$ cat config.mk
export PLATFORM = sky130hd
export DESIGN_NAME = dma_done_ctrl
export DESIGN_NICKNAME = d
export VERILOG_FILES = /design/src/rtl/dma_done_ctrl_pkg.sv /design/src/rtl/dma_done_fifo.sv /design/src/rtl/dma_done_ctrl.sv
export SDC_FILE = /design/constraint.sdc
export NUM_CORES = 1
export LEC_CHECK = 0
export BUFFER_PORTS_ARGS = -buffer_cell sky130_fd_sc_hd__buf_2
export CAP_MARGIN = 20
export CORE_MARGIN = 3
export CORE_UTILIZATION = 50
export CTS_CLUSTER_SIZE = 24
export DETAILED_ROUTE_END_ITERATION = 8
export GPL_ROUTABILITY_DRIVEN = 0
export PLACE_DENSITY = 0.68
export RECOVER_POWER = 25
export SLEW_MARGIN = 5
export SYNTH_ARGS = -nofsm -noshare
export SYNTH_HDL_FRONTEND = slang
export SYNTH_SLANG_ARGS = --single-unit
$ cat constraint.sdc
create_clock -name clock -period 2.45 [get_ports clock]
set_input_delay 0.49 -clock clock [delete_from_list [all_inputs] [get_ports clock]]
set_output_delay 0.49 -clock clock [all_outputs]
set_load 0.005 [all_outputs]
$ cat src/rtl/dma_done_ctrl_pkg.sv
// Shared definitions for the DMA controller: default BD sizing, completion
// queue entry layout, interrupt FSM encoding and a constant clog2 helper.
package dma_done_ctrl_pkg;

    localparam int DEF_NUM_INT_BDS = 4;
    localparam int DEF_BD_ID_WIDTH = 2;

    // One completion report as it sits in the queue
    typedef struct packed {
        logic                       err;
        logic [DEF_BD_ID_WIDTH-1:0] bd;
    } done_entry_t;

    // Interrupt handshake states
    typedef enum logic [1:0] {
        IRQ_IDLE = 2'd0,
        IRQ_PEND = 2'd1,
        IRQ_HOLD = 2'd2
    } irq_state_t;

    // Ceiling log2, usable in constant expressions
    function automatic int clog2(input int value);
        int result;
        int rem;
        result = 0;
        rem    = value - 1;
        while (rem > 0) begin
            result = result + 1;
            rem    = rem >> 1;
        end
        return result;
    endfunction

endpackage

$ cat src/rtl/dma_done_fifo.sv
// Generic synchronous FIFO with level output. The head entry is read
// straight from storage so it is visible the cycle after it is written.
module dma_done_fifo
    import dma_done_ctrl_pkg::*;
#(
    parameter int WIDTH = 3,
    parameter int DEPTH = 4,
    localparam int AW   = clog2(DEPTH)
) (
    input  logic             clock,
    input  logic             reset,
    input  logic             push,
    input  logic             pop,
    input  logic [WIDTH-1:0] wdata,
    output logic [WIDTH-1:0] rdata,
    output logic             full,
    output logic             empty,
    output logic [AW:0]      level
);

    localparam logic [AW:0]   FULL_LEVEL = (AW + 1)'(DEPTH);
    localparam logic [AW:0]   LVL_ONE    = (AW + 1)'(1);
    localparam logic [AW-1:0] PTR_ONE    = AW'(1);

    logic [WIDTH-1:0] mem [DEPTH];
    logic [AW-1:0]    wr_ptr_reg;
    logic [AW-1:0]    rd_ptr_reg;
    logic [AW:0]      level_reg;
    logic             push_ok;
    logic             pop_ok;

    // A full queue refuses pushes even when a pop happens in the same cycle
    assign push_ok = push & ~full;
    assign pop_ok  = pop & ~empty;

    assign full  = (level_reg == FULL_LEVEL);
    assign empty = (level_reg == '0);
    assign level = level_reg;
    assign rdata = mem[rd_ptr_reg];

    // Entry storage; contents are not cleared by reset
    always_ff @(posedge clock) begin
        if (push_ok) begin
            mem[wr_ptr_reg] <= wdata;
        end
    end

    // Pointers wrap naturally because DEPTH is a power of two
    always_ff @(posedge clock or posedge reset) begin
        if (reset) begin
            wr_ptr_reg <= '0;
            rd_ptr_reg <= '0;
            level_reg  <= '0;
        end else begin
            if (push_ok) begin
                wr_ptr_reg <= wr_ptr_reg + PTR_ONE;
            end
            if (pop_ok) begin
                rd_ptr_reg <= rd_ptr_reg + PTR_ONE;
            end
            case ({push_ok, pop_ok})
                2'b10:   level_reg <= level_reg + LVL_ONE;
                2'b01:   level_reg <= level_reg - LVL_ONE;
                default: level_reg <= level_reg;
            endcase
        end
    end

endmodule

$ cat src/rtl/dma_done_ctrl.sv
// Completion-side DMA controller: queues BD completion reports, exposes the
// queue head, raises a pop-acknowledged interrupt, returns BD-free pulses to
// the start side and counts error completions.
module dma_done_ctrl
    import dma_done_ctrl_pkg::*;
#(
    parameter int NUM_INT_BDS  = DEF_NUM_INT_BDS,
    parameter int BD_ID_WIDTH  = DEF_BD_ID_WIDTH,
    parameter int QUEUE_DEPTH  = 4,
    parameter int CNT_WIDTH    = 8,
    localparam int LVL_WIDTH   = clog2(QUEUE_DEPTH) + 1
) (
    input  logic                   clock,
    input  logic                   reset,
    input  logic                   done_valid,
    input  logic [BD_ID_WIDTH-1:0] done_bd,
    input  logic                   done_err,
    output logic                   done_ready,
    input  logic                   int_pop,
    output logic                   head_valid,
    output logic [BD_ID_WIDTH-1:0] head_bd,
    output logic                   head_err,
    output logic [LVL_WIDTH-1:0]   queue_level,
    output logic                   interrupt,
    output logic [NUM_INT_BDS-1:0] bd_free,
    output logic [CNT_WIDTH-1:0]   err_cnt
);

    localparam logic [LVL_WIDTH-1:0] LVL_ONE = LVL_WIDTH'(1);

    logic                   fifo_full;
    logic                   fifo_empty;
    logic [BD_ID_WIDTH:0]   fifo_rdata;
    logic                   push;
    logic                   pop;
    logic                   nonempty_next;
    irq_state_t             state_reg;
    logic                   interrupt_reg;
    logic [NUM_INT_BDS-1:0] bd_free_reg;
    logic [NUM_INT_BDS-1:0] bd_free_next;
    logic [CNT_WIDTH-1:0]   err_cnt_reg;

    // Ready depends only on registered level, never on int_pop
    assign done_ready = ~fifo_full;
    assign head_valid = ~fifo_empty;
    assign push       = done_valid & ~fifo_full;
    assign pop        = int_pop & ~fifo_empty;

    dma_done_fifo #(
        .WIDTH (BD_ID_WIDTH + 1),
        .DEPTH (QUEUE_DEPTH)
    ) u_fifo (
        .clock (clock),
        .reset (reset),
        .push  (push),
        .pop   (pop),
        .wdata ({done_err, done_bd}),
        .rdata (fifo_rdata),
        .full  (fifo_full),
        .empty (fifo_empty),
        .level (queue_level)
    );

    assign head_err = fifo_rdata[BD_ID_WIDTH];
    assign head_bd  = fifo_rdata[BD_ID_WIDTH-1:0];

    // Whether the queue holds anything after this cycle's push/pop settle
    assign nonempty_next = push
                         | (queue_level > LVL_ONE)
                         | ((queue_level == LVL_ONE) & ~pop);

    // Interrupt FSM: HOLD drops the line for one cycle so the host sees a new edge
    always_ff @(posedge clock or posedge reset) begin
        if (reset) begin
            state_reg     <= IRQ_IDLE;
            interrupt_reg <= 1'b0;
        end else begin
            case (state_reg)
                IRQ_IDLE: begin
                    if (queue_level != '0) begin
                        state_reg     <= IRQ_PEND;
                        interrupt_reg <= 1'b1;
                    end
                end
                IRQ_PEND: begin
                    if (pop) begin
                        state_reg     <= IRQ_HOLD;
                        interrupt_reg <= 1'b0;
                    end
                end
                IRQ_HOLD: begin
                    if (nonempty_next) begin
                        state_reg     <= IRQ_PEND;
                        interrupt_reg <= 1'b1;
                    end else begin
                        state_reg     <= IRQ_IDLE;
                        interrupt_reg <= 1'b0;
                    end
                end
                default: begin
                    state_reg     <= IRQ_IDLE;
                    interrupt_reg <= 1'b0;
                end
            endcase
        end
    end

    assign interrupt = interrupt_reg;

    // One-hot decode of the pushed BD; out-of-range numbers match no bit
    generate
        for (genvar gi = 0; gi < NUM_INT_BDS; gi++) begin : g_free
            assign bd_free_next[gi] = push & (done_bd == BD_ID_WIDTH'(gi));
        end
    endgenerate

    // BD-free pulse lasts exactly one cycle after the push
    always_ff @(posedge clock or posedge reset) begin
        if (reset) begin
            bd_free_reg <= '0;
        end else begin
            bd_free_reg <= bd_free_next;
        end
    end

    assign bd_free = bd_free_reg;

    // Saturating count of accepted error completions
    always_ff @(posedge clock or posedge reset) begin
        if (reset) begin
            err_cnt_reg <= '0;
        end else if (push && done_err && !(&err_cnt_reg)) begin
            err_cnt_reg <= err_cnt_reg + CNT_WIDTH'(1);
        end
    end

    assign err_cnt = err_cnt_reg;

endmodule

; After elaboration in Yosys (flattened, before gate mapping)
; Memories as Yosys holds them, arrays and structs flattened.
; Index checks and enable logic that the tools add are counted.
[op_classes]
add_sub_neg = 5
mul = 0
div_mod_pow = 0
magnitude_cmp = 1
eq_ne = 11
n_shift = 0
muxes = 11
bitwise_logic = 14
reduce_logical = 10
[op_table]
columns = cell, n
row1 = AND 1 bit, 9
row2 = adder 8 x 1 -> 8 bit (second input constant), 1
row3 = equality test 2 bit (second input constant), 4
row4 = AND reduction 8 bit, 1
row5 = equality test 2 x 1 -> 1 bit (second input constant), 3
row6 = 2-to-1 mux 1 bit, 6
row7 = case mux 2 bit (3 select lines), 1
row8 = case mux 3 bit (2 select lines), 1
row9 = adder 2 x 1 -> 2 bit (second input constant), 2
row10 = zero test 2 bit, 2
row11 = 2-to-1 mux 2 bit, 2
row12 = != test 2 bit (second input constant), 2
row13 = adder 3 x 1 -> 3 bit (second input constant), 1
row14 = equality test 3 x 1 -> 1 bit (second input constant), 1
row15 = equality test 3 bit (second input constant), 1
row16 = > comparator 3 x 1 -> 1 bit (second input constant), 1
row17 = zero test 3 bit, 1
row18 = inverter 1 bit, 3
row19 = case mux 1 bit (3 select lines), 1
row20 = nonzero test 3 bit, 1
row21 = subtractor 3 x 1 -> 3 bit (second input constant), 1
row22 = logical AND 1 bit, 2
row23 = bitwise OR 1 bit, 2
row24 = AND reduction 2 bit, 1
row25 = 2 further kinds, 2
[word_totals]
register_bits = 22
latch_bits = 0
ramBits = 12
rom_bits = 0
output_inout_bits = 21
mem_count = 1
[memory_table]
columns = name, depth, word_bits, rd, rd_ports_with_merged_regs, write_ports, line
row1 = u_fifo.mem, 4, 3, 1, 0, 1, dma_done_fifo.sv:25  ; logic [WIDTH-1:0] mem [DEPTH];

; Depth between registers and ports, before layout
; Gate-level depths: netlist of run 1.
[logic_depth]
word_depth = 8
ltp_mapped = 9
ltp_nobuf = 9

; By module
; A second synthesis of run 1 with hierarchy kept.
[hier_totals]
cells_unflattened = 122
hier_area_um2 = 1634.1
[modules_own_cells]
columns = mod, n_inst, cells_per_inst, area_each_um2, seq_area_each_um2
row1 = dma_done_fifo, 1, 54, 878.3, 535.5
row2 = dma_done_ctrl, 1, 68, 755.7, 375.4

; Worst setup path after synthesis of run 1
; OpenSTA, ideal clock, no wires.
[synth_timing]
path_kind = register -> register
startpoint = register u_fifo.level_reg[0], in the netlist u_fifo.level[0]
endpoint = register u_fifo.level_reg[2], in the netlist u_fifo.level[2]
setup_time_ps = 132
arrival_time_ps = 1801
required_time_ps = 2318
slack_ps = 517
stages_incl_launch_ff = 10
cell_sequence = dfrtp_1 inv_1 ha_1 a21boi_4 buf_4 inv_1 ha_1 mux2i_1 nor2_1 xor2_1
[synth_via]
elab_chain_cells = 6
word_cells_on_any_way = 14
cone_classes = add/sub (2) / eq/ne (3) / mux (1) / bitwise (6) / reduce/logical (2)
[synth_lines]
columns = item, line
row1 = start: declaration, dma_done_fifo.sv:28  ; logic [AW:0] level_reg;
row2 = start signal: assignment, dma_done_fifo.sv:62  ; 2'b10: level_reg <= level_reg + LVL_ONE;
row3 = start signal: assignment, dma_done_fifo.sv:63  ; 2'b01: level_reg <= level_reg - LVL_ONE;
row4 = start signal: assignment, dma_done_fifo.sv:64  ; default: level_reg <= level_reg;
row5 = equality test 3 bit / zero test 3 bit (equally long branches), "dma_done_fifo.sv:36, dma_done_fifo.sv:37"
row6 = "inverter 1 bit, on equally long branches", n/a
row7 = "AND 1 bit, on equally long branches", "dma_done_ctrl.sv:46, dma_done_ctrl.sv:47"
row8 = "AND 1 bit, on equally long branches", "dma_done_fifo.sv:33, dma_done_fifo.sv:34"
row9 = equality test 2 x 1 -> 1 bit / equality test 2 bit (equally long branches), dma_done_fifo.sv:61  ; case ({push_ok, pop_ok})
row10 = case mux 3 bit (2 select lines) / nonzero test 2 bit (equally long branches), n/a
; Parallel ways exist; a longest one is shown, timed or not.
; A chain may end at the register's enable or synchronous reset.

; Final worst setup path of run 1
[layout_timing]
startpoint = register u_fifo.rd_ptr_reg[0]
endpoint = output port head_err
[layout_via]
elab_chain_cells = 1
[layout_lines]
columns = item, line
row1 = start: declaration, dma_done_fifo.sv:27  ; logic [AW-1:0] rd_ptr_reg;
row2 = start signal: assignment, dma_done_fifo.sv:59  ; rd_ptr_reg <= rd_ptr_reg + PTR_ONE;
row3 = memory read (4 x 3 bit), n/a
row4 = end: declaration, dma_done_ctrl.sv:22  ; output logic head_err,
; No other way between the ends.

==> out/metrics.cfg, run 1 <==
[logic_synthesis]
synth_top_area_share_pct=34.0
netlist_area_sq_mm=0.00162
yosysSeqAreaShare_pct=56.3
synth_area_leader_cell=dfrtp_1
synth.top_cells.by_area=dfrtp_1, edfxtp_1, ha_1
avgSynthCellArea_sq_um=13.2
ys_seq_elements=34
yosys_warnings=0
ys_async_sr_fraction_pct=64.7
ys_types=32
synth_edf_count=12
synth_nets=140
netlist_instances=123
synth_ff_type=dfrtp_1

[clock_network]
clock-sinks=34
cts_tree=built
clkTransAtPathRegs_ps=100
clkLatencyLatePin_ps=330
cts_setup_buffers=0
numCtsBuffers=5
postCtsResizedCells=0
cts_buffer_depth=2
cts.hold.buffers_added=0
cts_root_buffer=clkbuf_4
htree_num_levels=2

[detailed_routing]
firstDrtPassIters=4
avgViaCountPerCell=5.22
drt-initial-drc-count=68
drt_wl_total_um=2760
via_count=1050
ant_nets=0
avgRoutedWirePerCell_um=13.7
drc=0

[critical_path]
worstSetupStartpointType=flip-flop
critPathBufInv=1
crit_path_end_kind=output port
cp.required_ps=1960
worstPathMaxFanout=5
critPathMaxStageDelay_ps=550
rrSetupSlack_ps=550
arrival_ps=1540
crit_family=multiplexers
path_cells=mux4_2 > buf_2
crit_slowest_cell=mux4_2
crit_type=reg2out

[finish]
largest_reg_flops=12
mostFrequentLayoutCells=buf_2, dfrtp_1, edfxtp_1
nFillCells=260
regArea_sq_um=911
fin_nets=173
stdcell_count=201
fin_util_pct=60.2
drive_above_1_share_pct=24.8
areaGrowthSynthToFinish_pct=14.5
layout_commonest_cell=buf_2
multiInputGateArea_sq_um=658
insertedDiodeCount=0

[timing]
period_minus_slack_ps=2030
tns_ps=0
fmax_mhz=492
finalHoldViolCount=0
finalClockSkew_ps=2.46
tightest_slew_ps=821
slew_violations=0
fin_crit_sh_pct=83.0
rsz0062_at_grt=no
slew_headroom_pct=45.2
final-setup-viol-count=0

[job]
max_cap_violations=0

[placement]
portBuffers=27
place_inst=193
hpwlAfterDp_um=2060

[min_path]
min_path_type=in2async

[floorplan]
io_pins=28
die-width_um=62.9
initial_utilization_pct=52.6
coreArea_sq_mm=0.00308
die_height_um=62.9
die_area_sq_mm=0.00396
placementRows=20

[global_routing]
grt_pass1_wl_um=4990
grt_pass1_vias=1110
grt_max_degree=23
antenna_found_initial=0
grtUsageTotal_pct=16.3
overflow=0

[power_and_ir_drop]
ir_drop_mv=0.436
p_per_area_mw_per_mm2=1080
cellLeakagePower_nw=0.845

[status]
status=finished, final reports clean

layer usage:
metal  global-route usage (%)  vias up  wire length, um
met4                     8.54        0               94
met1                     20.1      496             1250
li1                         -      506                -
met3                     5.04       12              149
met2                     25.4       36             1270
met5                        0        -                0
path summary, 6_finish.rpt:
kind	start	to	cells past startpoint
setup / recovery	u_fifo.rd_ptr_reg[0]$_DFFE_PP0P_	head_err	2
setup reg to reg	u_fifo.level[0]$_DFFE_PP0P_	u_fifo.level[2]$_DFFE_PP0P_	9
max in group asynchronous	reset	bd_free[2]$_DFF_PP0_	2
hold reg to reg	err_cnt[3]$_DFFE_PP0P_	err_cnt[3]$_DFFE_PP0P_	1
hold / removal	reset	err_cnt[5]$_DFFE_PP0P_	2
min in group clock	int_pop	state_reg[1]$_DFFE_PP0P_	3
power by group:
part	internal (mW)	switching [mW]
sequential	0.767	0.183
clock	0.107	0.182
combinational	0.403	0.357
total	1.28	0.722
through the flow:
stage	area (sq um)	total power, mW	hold WS [ps]	worst slack (ps)
after floorplan	1620	1.47	479	517
after global placement	1800	1.70	517	661
after detailed placement	1800	1.73	529	562
after CTS	1860	2.03	324	382
after global routing	1850	2.17	384	343
final	1850	2.00	306	417
cells in the mapped netlist (all sizes together) (2+ instances only):
cell type and instances:
buf 2, nor2 5, dfrtp 22, edfxtp 12, nand3 3, o211ai 2, o21ai 3, and2 5
o2111ai 2, xnor2 8, and3 4, nand4 5, mux4 3, mux2 5, inv 10, ha 10
nand2b 5, nand2 7
cell families after synthesis:
kind of cell,synth area share [%]
flip-flops,56.3
XOR/XNOR,4.87
AO/OA/AOI/OAI,6.72
buffers and inverters,3.09
adder cells (fa/ha/maj),7.73
multiplexers,8.50
AND/OR/NAND/NOR,12.8
final cells by class:
cell class	instances	area share [%]
clock inverter	3	0.877
clock buffer	5	2.02
sequential	34	49.1
tap	44	2.97
multi-input combinational	77	35.5
inverter	10	2.02
timing repair buffer	28	7.49
Power figures use the tool's default switching activity.
==> inputs of run 2 (changes only) <==
==> constraint.sdc (replaced) <==
create_clock -name clock -period 1.95 [get_ports clock]
set_input_delay 0.39 -clock clock [delete_from_list [all_inputs] [get_ports clock]]
set_output_delay 0.39 -clock clock [all_outputs]
set_load 0.005 [all_outputs]
==> run 2 against run 1 <==
Net effect: die area unchanged; hold slack lost 8.9 ps; core utilization increased by 1.9 points; wire length increased by 6.9%; total power increased by 37%; setup slack got worse by 320 ps; final area grew 3.1%; global-route usage is 1.2 points higher; sequential power up 25%; first-iteration DRC count shrank 29%; cell count grew 1.0%; register-to-register slack got worse by 360 ps.
==> out/metrics.cfg, run 2 (synthesized netlist as in run 1, its figures left out) <==
[status]
status=finished, final reports clean

[job]
max_cap_violations=0  ; unchanged

[clock_network]
numCtsBuffers=5  ; unchanged
htree_num_levels=2  ; unchanged
cts_buffer_depth=2  ; unchanged
cts_setup_buffers=0  ; unchanged
clkTransAtPathRegs_ps=110  ; about the same
clkLatencyLatePin_ps=340  ; about the same
clock-sinks=34  ; unchanged
cts.hold.buffers_added=0  ; unchanged
cts_tree=built
postCtsResizedCells=1  ; +1
cts_root_buffer=clkbuf_4

[finish]
fin_nets=175  ; +1.2%
largest_reg_flops=12  ; unchanged
areaGrowthSynthToFinish_pct=18.1
insertedDiodeCount=0  ; unchanged
fin_util_pct=62.1  ; +1.9 points
mostFrequentLayoutCells=buf_2, dfrtp_1, edfxtp_1
stdcell_count=203  ; +1.0%
nFillCells=260  ; unchanged
layout_commonest_cell=buf_2
drive_above_1_share_pct=28.9  ; +4.1 points

[critical_path]
r2r_cells=8  ; -1
rrSetupSlack_ps=190  ; -360 ps
crit_type=reg2out
startpoint=u_fifo.rd_ptr_reg[0]$_DFFE_PP0P_
worstSetupStartpointType=flip-flop
crit_slowest_cell=mux4_2
r2r_end=u_fifo.level[2]$_DFFE_PP0P_
critPathMaxStageDelay_ps=510  ; -40 ps
arrival_ps=1460  ; -80 ps
crit_path_end_kind=output port
worstPathMaxFanout=5  ; unchanged
r2r-start=u_fifo.level[1]$_DFFE_PP0P_
path_cells=mux4_2 > buf_2
cp.required_ps=1560  ; -400 ps

[global_routing]
antenna_found_initial=0  ; unchanged
grt_max_degree=23  ; unchanged
overflow=0  ; unchanged
grtUsageTotal_pct=17.5  ; +1.2 points
grt_pass1_vias=1183  ; +6.6%
grt_pass1_wl_um=5310  ; +6.4%

[timing]
finalHoldViolCount=0  ; unchanged
finalClockSkew_ps=3.94  ; +1.49 ps
slew_violations=0  ; unchanged
tns_ps=0  ; unchanged
slew_headroom_pct=22.6  ; -23 points
setup_slack_ps=101  ; -316 ps
rsz0062_at_grt=no
tightest_slew_ps=1160  ; +339 ps
period_minus_slack_ps=1850
final-setup-viol-count=0  ; unchanged
fmax_mhz=541
fin_crit_sh_pct=94.8

[power_and_ir_drop]
power_mw=2.74  ; +37%
cellLeakagePower_nw=0.867  ; +2.6%
ir_drop_mv=0.831  ; +91%
p_per_area_mw_per_mm2=1440  ; +33%

[placement]
portBuffers=27  ; unchanged
place_inst=195  ; +1.0%
hpwlAfterDp_um=2170  ; +5.1%
dp_slack_ps=105  ; -457 ps

[floorplan]
die_height_um=62.9  ; unchanged
io_pins=28  ; unchanged
initial_utilization_pct=52.6  ; unchanged
coreArea_sq_mm=0.00308  ; unchanged
die-width_um=62.9  ; unchanged
placementRows=20  ; unchanged
die_area_sq_mm=0.00396  ; unchanged

[detailed_routing]
drc=0  ; unchanged
avgRoutedWirePerCell_um=14.5  ; +5.8%
drt_wl_total_um=2950  ; +6.9%
via_count=1067  ; +1.6%
drt-initial-drc-count=48  ; -29%
avgViaCountPerCell=5.26  ; +0.62%
ant_nets=0  ; unchanged
firstDrtPassIters=4  ; unchanged

[min_path]
hold_end=bd_free[1]$_DFF_PP0_
min_path_type=in2reg
hold_path_depth=2
hp-start=done_bd[1]

[run 2: cell types whose count changed in the layout (fill, tap and decap cells not counted)]
cell,previous run,this run
clkbuf_1,3,1
bufinv_16,0,1
ha_1,10,9
dfrtp_1,22,21
buf_4,1,2
clkinvlp_4,1,2
ha_4,0,1
clkinv_2,1,0
dfrtp_2,0,1
clkinv_1,1,0
buf_2,24,27
[run 2: stage by stage]
stage	area, sq um	hold WS (ps)
after floorplan	1620	379
after global placement	1820	437
after global routing	1910	284
after CTS	1900	56.1
final	1910	297
after detailed placement	1820	444
[run 2: power breakdown]
group	switching (mW)	internal, mW	total (mW)
logic	0.490	0.548	1.04
clock network	0.248	0.269	0.517
registers	0.224	0.965	1.19
[run 2: final cells by class]
class	instances	area [sq um]	share of cell area, %
clock inverter	3	45.0	2.36
timing repair buffer	30	154	8.05
tap	44	55.1	2.88
inverter	10	37.5	1.96
sequential	34	912	47.7
multi-input combinational	77	671	35.1
clock buffer	5	37.5	1.96
[run 2: layer usage]
metal  vias up  GRT usage (%)  part of all wire (%)
met3         5           6.12                   5.5
met2        30           27.3                    49
li1        508              -                     -
met4         0           9.92                   1.7
met5         -              0                     0
met1       524           20.9                    44
[run 2: worst max path at each step]
stage / endpoint / slack, ps
after floorplan: u_fifo.level[2]$_DFFE_PP0P_ / 20
after global placement: u_fifo.level[2]$_DFFE_PP0P_ / 180
after detailed placement: u_fifo.level[2]$_DFFE_PP0P_ / 110
after CTS: head_err / 70
after global routing: head_err / 20
final: head_err / 100
[run 2: worst max-delay path, delay by kind of cell (launching register included)]
| kind | cells | cell delay (ps) |
|---|---|---|
| buffers and inverters | 1 | 150 |
| DFF | 1 | 460 |
| muxes | 1 | 510 |
==> inputs of run 3 (changes only) <==
--- a/config.mk
+++ b/config.mk
@@ -6,7 +6,7 @@
 export NUM_CORES = 1
 export LEC_CHECK = 0
 export BUFFER_PORTS_ARGS = -buffer_cell sky130_fd_sc_hd__buf_2
-export CAP_MARGIN = 20
+export CAP_MARGIN = 30
 export CORE_MARGIN = 3
 export CORE_UTILIZATION = 50
 export CTS_CLUSTER_SIZE = 24
@@ -14,6 +14,7 @@
 export GPL_ROUTABILITY_DRIVEN = 0
 export PLACE_DENSITY = 0.68
 export RECOVER_POWER = 25
+export REMOVE_ABC_BUFFERS = 1
 export SLEW_MARGIN = 5
 export SYNTH_ARGS = -nofsm -noshare
 export SYNTH_HDL_FRONTEND = slang
==> run 3 against run 2 <==
Net effect: hold slack improved by 19 ps; combinational power decreased by 5%; sequential cell count unchanged; non-clock buffer count unchanged; fmax increased by 2.1%; global-route usage decreased by 2.0 points; critical endpoint unchanged.
==> out/metrics.cfg, run 3 (synthesized netlist as in run 1, its figures left out) <==
[status]
status=finished, final reports clean

[critical_path]
cp.required_ps=1560  ; about the same
path_cells=mux4_2 > buf_2
crit_slowest_cell=mux4_2
crit_path_end_kind=output port
critPathMaxStageDelay_ps=510  ; about the same
worstSetupStartpointType=flip-flop
crit_cells=2  ; unchanged
rrSetupSlack_ps=150  ; -40 ps
r2r_end=u_fifo.level[2]$_DFFE_PP0P_
r2r-start=u_fifo.level[1]$_DFFE_PP0P_
worstPathMaxFanout=5  ; unchanged
crit_family=multiplexers
arrival_ps=1420  ; -40 ps
critPathBufInv=1  ; unchanged
startpoint=u_fifo.rd_ptr_reg[0]$_DFFE_PP0P_
crit_type=reg2out
r2r_cells=9  ; +1
endpoint=head_err

[power_and_ir_drop]
p_int_mw=1.63  ; -8.7%
power_frac_clock_pct=14.0  ; -4.8 points
p_switching_mw=0.886  ; -8.0%
p_seq_share_pct=46.8  ; +3.5 points
p_per_area_mw_per_mm2=1340  ; -6.4%
p_comb_share_pct=39.2  ; +1.4 points
sw_frac_of_total_pct=35.3  ; +0.19 points
ir_drop_mv=0.612  ; -26%
cellLeakagePower_nw=0.858  ; -1.1%

[global_routing]
antenna_found_initial=0  ; unchanged
overflow=0  ; unchanged
grt_pass1_vias=1022  ; -14%
grt_max_degree=23  ; unchanged
grtUsageTotal_pct=15.5  ; -2.0 points
grt_pass1_wl_um=4890  ; -7.8%

[detailed_routing]
drt_wl_total_um=2660  ; -9.9%
drc=0  ; unchanged
avgViaCountPerCell=5.16  ; -1.8%
avgRoutedWirePerCell_um=13.1  ; -9.9%
via_count=1048  ; -1.8%
firstDrtPassIters=4  ; unchanged
drt-initial-drc-count=12  ; -75%
ant_nets=0  ; unchanged

[finish]
regArea_sq_um=912  ; unchanged
areaGrowthSynthToFinish_pct=15.5
mostFrequentLayoutCells=buf_2, dfrtp_1, edfxtp_1
largest_reg_flops=12  ; unchanged
stdcell_count=203  ; unchanged
insertedDiodeCount=0  ; unchanged
fin_nets=175  ; unchanged
fin_util_pct=60.7  ; -1.4 points
nFillCells=271  ; +4.2%
multiInputGateArea_sq_um=661  ; -1.5%
drive_above_1_share_pct=27.7  ; -1.3 points
layout_commonest_cell=buf_2
final_cell_area_sq_mm=0.00187  ; -2.2%

[timing]
finalClockSkew_ps=6.96  ; +3.02 ps
slew_headroom_pct=21.4  ; -1.2 points
final-setup-viol-count=0  ; unchanged
rsz0062_at_grt=no
whs_ps=316  ; +18.7 ps
finalHoldViolCount=0  ; unchanged
tns_ps=0  ; unchanged
fmax_mhz=552  ; +2.1%
period_minus_slack_ps=1810  ; -38.3 ps
fin_crit_sh_pct=92.9  ; -2.0 points
tightest_slew_ps=1180  ; +18.7 ps
slew_violations=0  ; unchanged

[floorplan]
die-width_um=62.9  ; unchanged
coreArea_sq_mm=0.00308  ; unchanged
die_height_um=62.9  ; unchanged
placementRows=20  ; unchanged
initial_utilization_pct=52.6  ; unchanged
io_pins=28  ; unchanged
die_area_sq_mm=0.00396  ; unchanged

[clock_network]
htree_num_levels=2  ; unchanged
cts_tree=built
clock-sinks=34  ; unchanged
clkLatencyLatePin_ps=310  ; -30 ps
cts_setup_buffers=0  ; unchanged
cts_root_buffer=clkbuf_4
clkTransAtPathRegs_ps=100  ; about the same
numCtsBuffers=5  ; unchanged
cts_buffer_depth=2  ; unchanged

[placement]
hpwlAfterDp_um=2010  ; -7.3%
place_inst=195  ; unchanged
portBuffers=27  ; unchanged
place_area_sq_mm=0.00182  ; unchanged

[min_path]
min_path_type=in2reg

[job]
max_cap_violations=0  ; unchanged

[run 3: changes by cell type in the layout (fill, tap and decap cells not counted)]
| cell | previous run | this run |
|---|---|---|
| bufinv_16 | 1 | 0 |
| clkinv_1 | 0 | 1 |
| clkinv_2 | 0 | 1 |
| ha_2 | 0 | 1 |
| clkbuf_1 | 1 | 2 |
| ha_4 | 1 | 0 |
| clkinvlp_4 | 2 | 0 |
[run 3: repair_timing]
action / CTS / global route
setup endpoints to repair: 0 / 5
resized for setup: 0 / 2
hold buffers: 0 / 0
[run 3: metal layers]
metal  global-route usage [%]  up-vias  share of wire, %  routed length (um)
met5                        0        -                 0                   0
met4                     4.96        0               1.3                  35
met3                     4.14        7               3.7                  99
met2                     25.0       19                51                1360
met1                     20.3      514                44                1160
li1                         -      508                 -                   -
[run 3: final cells by class]
cell class | count | share of cell area (%)
clock buffer | 6 | 2.21
clock inverter | 2 | 0.469
inverter | 10 | 2.01
multi-input combinational | 77 | 35.3
sequential | 34 | 48.8
tap | 44 | 2.95
timing repair buffer | 30 | 8.23
[run 3: worst min path at each step]
stage	cells past startpoint	startpoint	endpoint	slack [ps]
floorplan	1	reset	bd_free[0]$_DFF_PP0_	380
global placement	3	reset	u_fifo.level[0]$_DFFE_PP0P_	430
detailed placement	3	reset	u_fifo.level[1]$_DFFE_PP0P_	440
CTS	3	reset	err_cnt[0]$_DFFE_PP0P_	90
global route	2	done_bd[0]	bd_free[2]$_DFF_PP0_	310
finish	2	done_bd[1]	bd_free[1]$_DFF_PP0_	320
[run 3: power by group through the flow]
stage / sequential (mW) / combinational, mW / clock (mW)
after floorplan: 1.17 / 0.655 / 0
after detailed placement: 1.19 / 0.994 / 0
after global routing: 1.23 / 1.12 / 0.416
after global placement: 1.18 / 0.966 / 0
final: 1.18 / 0.985 / 0.351
after CTS: 1.18 / 0.999 / 0.366
[run 3: stage by stage]
| stage | power, mW | setup slack [ps] |
|---|---|---|
| 2_1_floorplan | 1.83 | 47.9 |
| 3_3_place_gp | 2.15 | 187 |
| 3_5_place_dp | 2.19 | 95.5 |
| 4_1_cts | 2.54 | 33.5 |
| 5_1_grt | 2.76 | 11.0 |
| 6_report | 2.51 | 139 |
